[src/rtl/demux_1_n_stream_v.sv]
// One-to-N stream demultiplexer: each channel owns a one-entry output register,
// so a stalled channel blocks only words addressed to it and broadcasts.
module demux_1_n_stream_v #(
   parameter int DATA_W = 8,
   parameter int N_CH   = 4,
   localparam int SEL_W = (N_CH > 1) ? $clog2(N_CH) : 1
) (
   input  logic                     i_clk,
   input  logic                     i_rst,
   input  logic                     i_valid,
   output logic                     o_ready,
   input  logic [DATA_W-1:0]        i_data,
   input  logic [SEL_W-1:0]         i_sel,
   input  logic                     i_bcast,
   output logic [N_CH-1:0]          o_valid,
   input  logic [N_CH-1:0]          i_ready,
   output logic [N_CH*DATA_W-1:0]   o_data,
   output logic                     o_err
);

   logic [N_CH-1:0]        valid_q, valid_d;
   logic [N_CH*DATA_W-1:0] data_q, data_d;
   logic                   err_q, err_d;

   logic [N_CH-1:0]        can_take;
   logic [N_CH-1:0]        sel_oh;
   logic [N_CH-1:0]        load;
   logic                   sel_ok;
   logic                   xfer;

   // An out-of-range select decodes to an all-zero one-hot, which doubles as
   // the range check and keeps every index inside the channel vector.
   always_comb begin
      sel_oh = '0;
      for (int c = 0; c < N_CH; c++) begin
         sel_oh[c] = (i_sel == SEL_W'(c));
      end
   end

   assign sel_ok   = |sel_oh;
   assign can_take = ~valid_q | i_ready;

   always_comb begin
      o_ready = 1'b1;
      if (i_bcast) begin
         o_ready = &can_take;
      end else if (sel_ok) begin
         o_ready = |(sel_oh & can_take);
      end
   end

   assign xfer = i_valid & o_ready;

   always_comb begin
      load = '0;
      if (xfer) begin
         load = i_bcast ? {N_CH{1'b1}} : sel_oh;
      end
   end

   // A load wins over a simultaneous drain, giving one word per cycle per channel.
   always_comb begin
      valid_d = load | (valid_q & ~i_ready);
      data_d  = data_q;
      for (int c = 0; c < N_CH; c++) begin
         if (load[c]) begin
            data_d[c*DATA_W +: DATA_W] = i_data;
         end
      end
      err_d = xfer & ~i_bcast & ~sel_ok;
   end

   always_ff @(posedge i_clk) begin
      if (i_rst) begin
         valid_q <= '0;
         data_q  <= '0;
         err_q   <= 1'b0;
      end else begin
         valid_q <= valid_d;
         data_q  <= data_d;
         err_q   <= err_d;
      end
   end

   assign o_valid = valid_q;
   assign o_data  = data_q;
   assign o_err   = err_q;

endmodule
[config.mk]
export PLATFORM = sky130hd
export DESIGN_NAME = demux_1_n_stream_v
export DESIGN_NICKNAME = d
export VERILOG_FILES = /design/src/rtl/demux_1_n_stream_v.sv
export SDC_FILE = /design/constraint.sdc
export NUM_CORES = 1
export LEC_CHECK = 0
export CELL_PAD_IN_SITES_DETAIL_PLACEMENT = 0
export CELL_PAD_IN_SITES_GLOBAL_PLACEMENT = 1
export CORE_MARGIN = 2
export CORE_UTILIZATION = 30
export DETAILED_ROUTE_END_ITERATION = 8
export PLACE_DENSITY_LB_ADDON = 0.1
export SYNTH_ARGS = -nofsm -noshare
export SYNTH_HDL_FRONTEND = slang
export SYNTH_SLANG_ARGS = --single-unit
[constraint.sdc]
create_clock -name i_clk -period 1.6 [get_ports i_clk]
set_clock_uncertainty 0.2 [all_clocks]
set_input_delay 0.24 -clock i_clk [delete_from_list [all_inputs] [get_ports i_clk]]
set_output_delay 0.24 -clock i_clk [all_outputs]
set_load 0.1 [all_outputs]
### Yosys cells after proc, flatten, opt, wreduce, memory -nomap -nowiden

Cells that the tools add are included.

| storage, ports and cells | value |
|---|---|
| register bits after elaboration | 37 |
| input port bits | 18 |

| operators by class | value |
|---|---|
| equality and inequality tests | 3 |
| mux-type cells | 4 |
| bitwise gates (word level) | 11 |
| reductions and logical operators | 4 |

Operators by type and width:

| cell | number |
|---|---|
| $and A4 B4 Y4 | 2 |
| $mux W4 | 2 |
| $not A4 Y4 | 2 |
| $or A4 B4 Y4 | 2 |
| $reduce_or A4 Y1 | 2 |
| $eq A2 B2 Y1 const B | 2 |
| $reduce_and A4 Y1 | 1 |
| $and A1 B1 Y1 | 3 |
| $eq A2 B1 Y1 const B | 1 |
| $logic_not A2 Y1 | 1 |
| $mux W1 | 2 |
| $not A1 Y1 | 2 |

### Longest topological paths before layout

Gate-level depths: netlist (run 1).

| logic depth | value |
|---|---|
| depth in word-level cells | 9 |
| gate-level depth with buffers | 4 |
| depth with buffers taken out | 4 |

### Worst setup path before layout (run 1)

Ideal clock, no wire load.

| timing path | value |
|---|---|
| path type | register to output |
| from | register valid_q[1], in the netlist o_valid[1] |
| to | output port o_ready |
| arrival | 3.351 ns |
| required time | 1.160 ns |
| path slack | -2.191 ns |
| stages on the path, launching flop included | 4 |
| buffers on the path | 0 |
| path through | dfxtp_1 > and2b_4 > o22a_2 > o21ai_0 |

| between the ends | value |
|---|---|
| longest elaborated chain between the ends | 6 |
| elaborated cells on any way between the ends | 7 |

RTL lines:

| what | RTL line | source |
|---|---|---|
| start: declaration | 21 | `logic [N_CH-1:0] valid_q, valid_d;` |
| start signal: assignment | 79 | `valid_q <= valid_d;` |
| $not A4 Y4 * | 41 | `assign can_take = ~valid_q \| i_ready;` |
| $or A4 B4 Y4 * | 41 |  |
| $and A4 B4 Y4 | 48 | `o_ready = \|(sel_oh & can_take);` |
| $reduce_or A4 Y1 | 48 |  |
| $mux W1 | 47 | `end else if (sel_ok) begin` |
| $mux W1 * | 45 | `if (i_bcast) begin` |
| end: declaration | 11 | `output logic o_ready,` |

Every way passes the cells marked *; elsewhere a longest branch is shown, timed or not.

### Worst setup path after layout (run 1)

| timing path | value |
|---|---|
| from | input port i_sel[1] |
| to | output port o_ready |

| between the ends | value |
|---|---|
| longest elaborated chain between the ends | 5 |
| elaborated cells on any way between the ends | 9 |

RTL lines:

| what | RTL line | source |
|---|---|---|
| start: declaration | 13 | `input logic [SEL_W-1:0] i_sel,` |
| $eq A2 B1 Y1, or another cell as far along | 36 | `sel_oh[c] = (i_sel == SEL_W'(c));` |
| $and A4 B4 Y4 | 48 |  |
| $reduce_or A4 Y1 | 48 |  |
| $mux W1 * | 47 |  |
| $mux W1 * | 45 |  |

Marks and branches as above.

==> flow_summary.toml, run 1 <==
[synth]
synth.net_count = 160
ys_warn_count = 0
synth_ff_type = "dfxtp_1"
synthAdderAreaFrac_pct = 0
synth_most_common_cell = "dfxtp_1"
synth_area_per_cell_um2 = 11.0
syn-instance-count = 142
synth-compound-area-share_pct = 14.0
yosys.cell_types.count = 26
synth.top_cell.area_share_pct = 47.6
synthMuxAreaShare_pct = 16.1
synth_xor_area_share_pct = 0
synth_seq_cells = 37
synth_top_family_by_area = "simple AND/OR/NAND/NOR gates"
synthSimpleGateAreaFrac_pct = 20.8
synth_area_um2 = 1560
synthTopCellsByCount = "dfxtp_1, nand2_1, mux2i_1"
synth_top_cell_by_area = "dfxtp_1"
synthArstFlopShare_pct = 0
yosysSeqAreaShare_pct = 47.6
yosys-top-cells-area = "dfxtp_1, mux2i_1, nand2_1"
synth_edf_count = 0

[drt]
via_per_inst = 4.43
wl_met3_um = 221
drtIter0Drc = 22
drc = 0
wl_met1_um = 1740
wl_met2_um = 2180
drtAntennaViolNets = 0
finalWirelength_um = 4210
num_vias = 1333
route.detailed.wl_per_inst_um = 14.0
drt_first_pass_iters = 3
highest_layer = "met4"

[finish]
drive_gt1_share_pct = 45.0
stdcell_count = 301
finalNetCount = 249
fill_cells = 425
diodes = 0
area_growth_pct = 91.2

[setup_path]
slowest_delay_ns = 0.28
cp-startpoint = "i_sel[1]"
cp_data_arrival_time_ns = 1.38
crit_fanout = 5
path_cells = "dlygate4sd2_1 > or2b_1 > o22a_2 > o21ai_4 > buf_12"
end_kind = "output pin"
critPathBufInv = 2
cpLargestDelayFamily = "buffers and inverters"
startpoint_type = "primary input"
critPathRequiredTime_ns = 1.16
slowest_stage = "dlygate4sd2_1"
worstSetupPathType = "primary input to output pin"
timing.rr.start = "o_valid[2]"

[timing]
setup_slack_ns = -0.224
setup_viol = 17
hold_ws_ns = 0.270
rsz0062_at_grt = "yes"
post-route-period-util_pct = 114
finalHoldViolCount = 0
fmax_mhz = 548
final_max_slew_viol_count = 0
period_minus_slack_ns = 1.82

[worst_hold_path]
min_path_type = "primary input to register"
worstHoldStart = "i_valid"

[pwr]
total_leakage_power_nw = 1.31
ir_drop_mv = 0.543
pwr-share-seq_pct = 37.4
switching_power_w = 0.00103
power.share.switching_pct = 36.9
intPower_w = 0.00177
p_per_area_nw_per_um2 = 942
p_clk_share_pct = 23.1
comb_power_share_pct = 39.4

[floorplan]
die_h_um = 76
initial_core_util_pct = 30.8
die_x_um = 76
core_area_um2 = 5040
rows = 26
io_pins = 56
die_area_um2 = 5780

[clock_network]
clockRootBuffer = "clkbuf_8"
cts_tree = "done"
cts.sinks = 37
numCtsBuffers = 5
cts.path.max_buffers = 2
clk_latency_ns = 0.28
cts-htree-levels = 2
cts.clk_slew.worst_paths_ns = 0.07

[grt]
antenna_found_initial = 0
gr-total-overflow = 0
grt_pass1_vias = 1474
grt_max_degree = 21
grt_usage_pct = 15.5
grt_pass1_wl_um = 7130

[placement]
placedCellCount = 286
io_buffers = 55
dp_hpwl_um = 3130
gp_congestion = 0.762

[status]
violations = "setup timing"
outcome = "finished with violations"

[flow_run]
cap_violations = 0
==> final cells by class <==
cell class,instances,area (um^2),area share (%)
clock buffers,7,86.3,2.90
multi-input cells,100,851,28.6
flip-flops and latches,37,756,25.4
well taps,70,87.6,2.95
repair buffers,85,1180,39.9
inverters,2,7.51,0.253
==> power groups by stage <==
stage	sequential (W)	combinational, W	clock, W
5_1_grt	0.00105	0.00114	0.000709
4_1_cts	0.00105	0.00111	0.000673
6_report	0.00105	0.00110	0.000647
3_5_place_dp	0.00107	0.00107	0
2_1_floorplan	0.00147	0.000221	0
3_3_place_gp	0.00107	0.00107	0
==> per-stage QoR <==
stage / cell area [um^2] / setup TNS [ns] / utilization, % / total power, W / setup slack (ns)
2_1_floorplan: 1590 / -0.386 / - / 0.00169 / -0.310
3_3_place_gp: 2790 / -12.03 / 55.3 / 0.00213 / -0.433
3_5_place_dp: 2790 / -13.98 / 55.3 / 0.00214 / -0.492
4_1_cts: 2950 / -0.246 / 58.6 / 0.00283 / -0.224
5_1_grt: 2970 / -2.71 / 59.0 / 0.00291 / -0.256
6_report: 2970 / -1.34 / 59.0 / 0.00280 / -0.224
==> cell usage in the layout, fill, tap and decap left out, types with 2 or more instances in the layout <==
cell type / n
nor2_1: 3
a21oi_1: 2
nand2_1: 32
o21ai_4: 4
o2bb2ai_1: 3
buf_4: 27
buf_12: 41
o2bb2ai_2: 2
clkbuf_8: 6
dfxtp_1: 33
a2bb2o_4: 3
nand2_4: 2
nand2b_4: 2
dlygate4sd2_1: 7
and2b_4: 4
nor4_4: 3
clkdlybuf4s50_1: 9
nor3_1: 2
mux2i_1: 25
dfxtp_4: 4
inv_1: 2
==> final timing paths <==
check / depth (start not counted) / slack, ns / endpoint
max: 5 / -0.22 / o_ready
min: 3 / 0.27 / o_valid[3]
max reg2reg: 6 / -0.09 / o_data[4]
min reg2reg: 2 / 0.30 / o_data[7]
==> tightest hold or removal path, stage by stage <==
cell           delay, ns
dlygate4sd2_1       0.30
a21oi_1             0.09
nor2_1              0.09
==> layer usage <==
metal,track usage (%),vias to the layer above
met5,0,-
met4,6.00,0
met3,5.21,8
met2,26.8,30
met1,17.6,626
li1,-,669
==> state kept, by name, indices dropped and copies added (netlist names) <==
register / cells
o_data: 32
o_err: 1
o_valid: 4
==> cell families after synthesis <==
kind of cell	after synthesis
buffers and inverters	5
muxes	25
other	1
AOI/OAI and AO/OA	19
DFF	37
and+or+nand+nor	55
==> what timing repair did <==
item,4_1_cts,5_1_grt
pin swaps,9,4
buffers inserted,6,6
hold buffers,0,0
setup endpoints to repair,33,26
resized for setup,15,3
(Power assumes the default switching activity.)
==> run 2, diff against run 1 <==
--- a/config.mk
+++ b/config.mk
@@ -11,6 +11,7 @@
 export CORE_UTILIZATION = 30
 export DETAILED_ROUTE_END_ITERATION = 8
 export PLACE_DENSITY_LB_ADDON = 0.1
+export RECOVER_POWER = 50
 export SYNTH_ARGS = -nofsm -noshare
 export SYNTH_HDL_FRONTEND = slang
 export SYNTH_SLANG_ARGS = --single-unit
==> flow_summary.toml, run 2 (synthesis results as in run 1) <==
[floorplan]
die_x_um = 76
io_pins = 56
core_area_um2 = 5040
rows = 26
die_area_um2 = 5780
die_h_um = 76
initial_core_util_pct = 30.8

[setup_path]
worstRegToRegCells = 6
startpoint_type = "primary input"
end_kind = "output pin"
ff2ff_setup_slack_ns = -0.09
worstSetupPathType = "primary input to output pin"
timing.rr.start = "o_valid[2]"
r2r_end = "o_data[4]"
cp_data_arrival_time_ns = 1.38
crit_fanout = 5
critPathRequiredTime_ns = 1.16

[drt]
num_vias = 1329
via_per_inst = 4.42
drt_first_pass_iters = 3
drtAntennaViolNets = 0
finalWirelength_um = 4230
drtIter0Drc = 19
route.detailed.wl_per_inst_um = 14.0
drc = 0

[worst_hold_path]
worstHoldStart = "o_data[7]"
min_path_type = "register to register"
hold_depth = 2
whs_endpoint = "o_data[7]"

[clock_network]
cts.path.max_buffers = 2
cts.clk_slew.worst_paths_ns = 0.07
numCtsBuffers = 5
clockRootBuffer = "clkbuf_8"
cts_tree = "done"
cts-htree-levels = 2
cts.hold.buffers_added = 0
clk_latency_ns = 0.28
cts.sinks = 37

[grt]
grt_usage_pct = 15.5
grt_max_degree = 21
grt_pass1_wl_um = 7130
gr-total-overflow = 0
antenna_found_initial = 0
grt_pass1_vias = 1474

[timing]
fmax_mhz = 548
post-route-period-util_pct = 114
period_minus_slack_ns = 1.82
setup_viol = 17
final_max_slew_viol_count = 0
finalHoldViolCount = 0
rsz0062_at_grt = "yes"
setup_slack_ns = -0.224

[finish]
stdcell_count = 301
seqCellArea_um2 = 756
fill_cells = 458
drive_gt1_share_pct = 45.0
final_cell_mix = "dfxtp_1, nand2_1, buf_4"
diodes = 0
final_util_pct = 53.2
largest_reg_flops = 32
final_common_cell = "dfxtp_1"
finalNetCount = 249
area_growth_pct = 72.5
multiInputGateArea_um2 = 851

[placement]
dp_hpwl_um = 3130
place_ws_ns = -0.492
io_buffers = 55
gp_congestion = 0.762
placedCellCount = 286

[pwr]
total_leakage_power_nw = 1.22
ir_drop_mv = 0.524
p_per_area_nw_per_um2 = 1000

[status]
violations = "setup timing"
outcome = "finished with violations"

[flow_run]
cap_violations = 0
==> run 2: worst max-delay path by stage <==
stage,from,end,slack (ns),depth (start not counted)
final,i_sel[1],o_ready,-0.22,5
after global routing,o_valid[2],o_ready,-0.26,5
after CTS,o_valid[1],o_ready,-0.22,4
after detailed placement,i_sel[0],o_ready,-0.49,5
after global placement,i_sel[0],o_ready,-0.43,5
after floorplan,o_valid[1],o_ready,-0.31,3
==> run 2: final cells by class <==
cell class	instances	share of cell area [%]
clock buffer	7	3.22
inverter	2	0.280
multi-input combinational	100	31.7
sequential	37	28.2
tap	70	3.26
timing repair buffer	85	33.3
==> run 2: repair_timing <==
item	CTS	global route
pin swaps	9	4
gates resized for setup	15	3
endpoints found under the setup margin	33	26
gates cloned	0	0
buffers inserted	6	6
==> run 2: per-stage QoR <==
| step | hold WS [ns] | cell area (um^2) | total power (W) | setup TNS [ns] |
|---|---|---|---|---|
| after floorplan | 0.0994 | 1590 | 0.00169 | -0.386 |
| after global placement | 0.282 | 2790 | 0.00213 | -12.03 |
| after detailed placement | 0.289 | 2790 | 0.00214 | -13.98 |
| after CTS | 0.278 | 2950 | 0.00283 | -0.246 |
| after global routing | 0.286 | 2680 | 0.00279 | -2.71 |
| final | 0.257 | 2680 | 0.00268 | -1.33 |
==> run 2: power breakdown <==
part | leakage, nW | total (W) | internal, W | switching (W)
Combinational | 0.873 | 0.00101 | 0.000347 | 0.000661
Clock | 0.0443 | 0.000647 | 0.000342 | 0.000305
Sequential | 0.306 | 0.00103 | 0.000981 | 0.0000462
==> run 2: critical path, stage by stage <==
cell,delay [ns]
dlygate4sd2_1,0.28
or2b_1,0.25
o22a_2,0.26
o21ai_4,0.15
buf_12,0.19
==> run 2: layer usage <==
layer / track usage, % / routed length [um] / vias to the layer above
met4: 6.00 / 75 / 0
met2: 26.8 / 2180 / 30
li1: - / - / 669
met1: 17.6 / 1750 / 622
met5: 0 / 0 / -
met3: 5.21 / 217 / 8
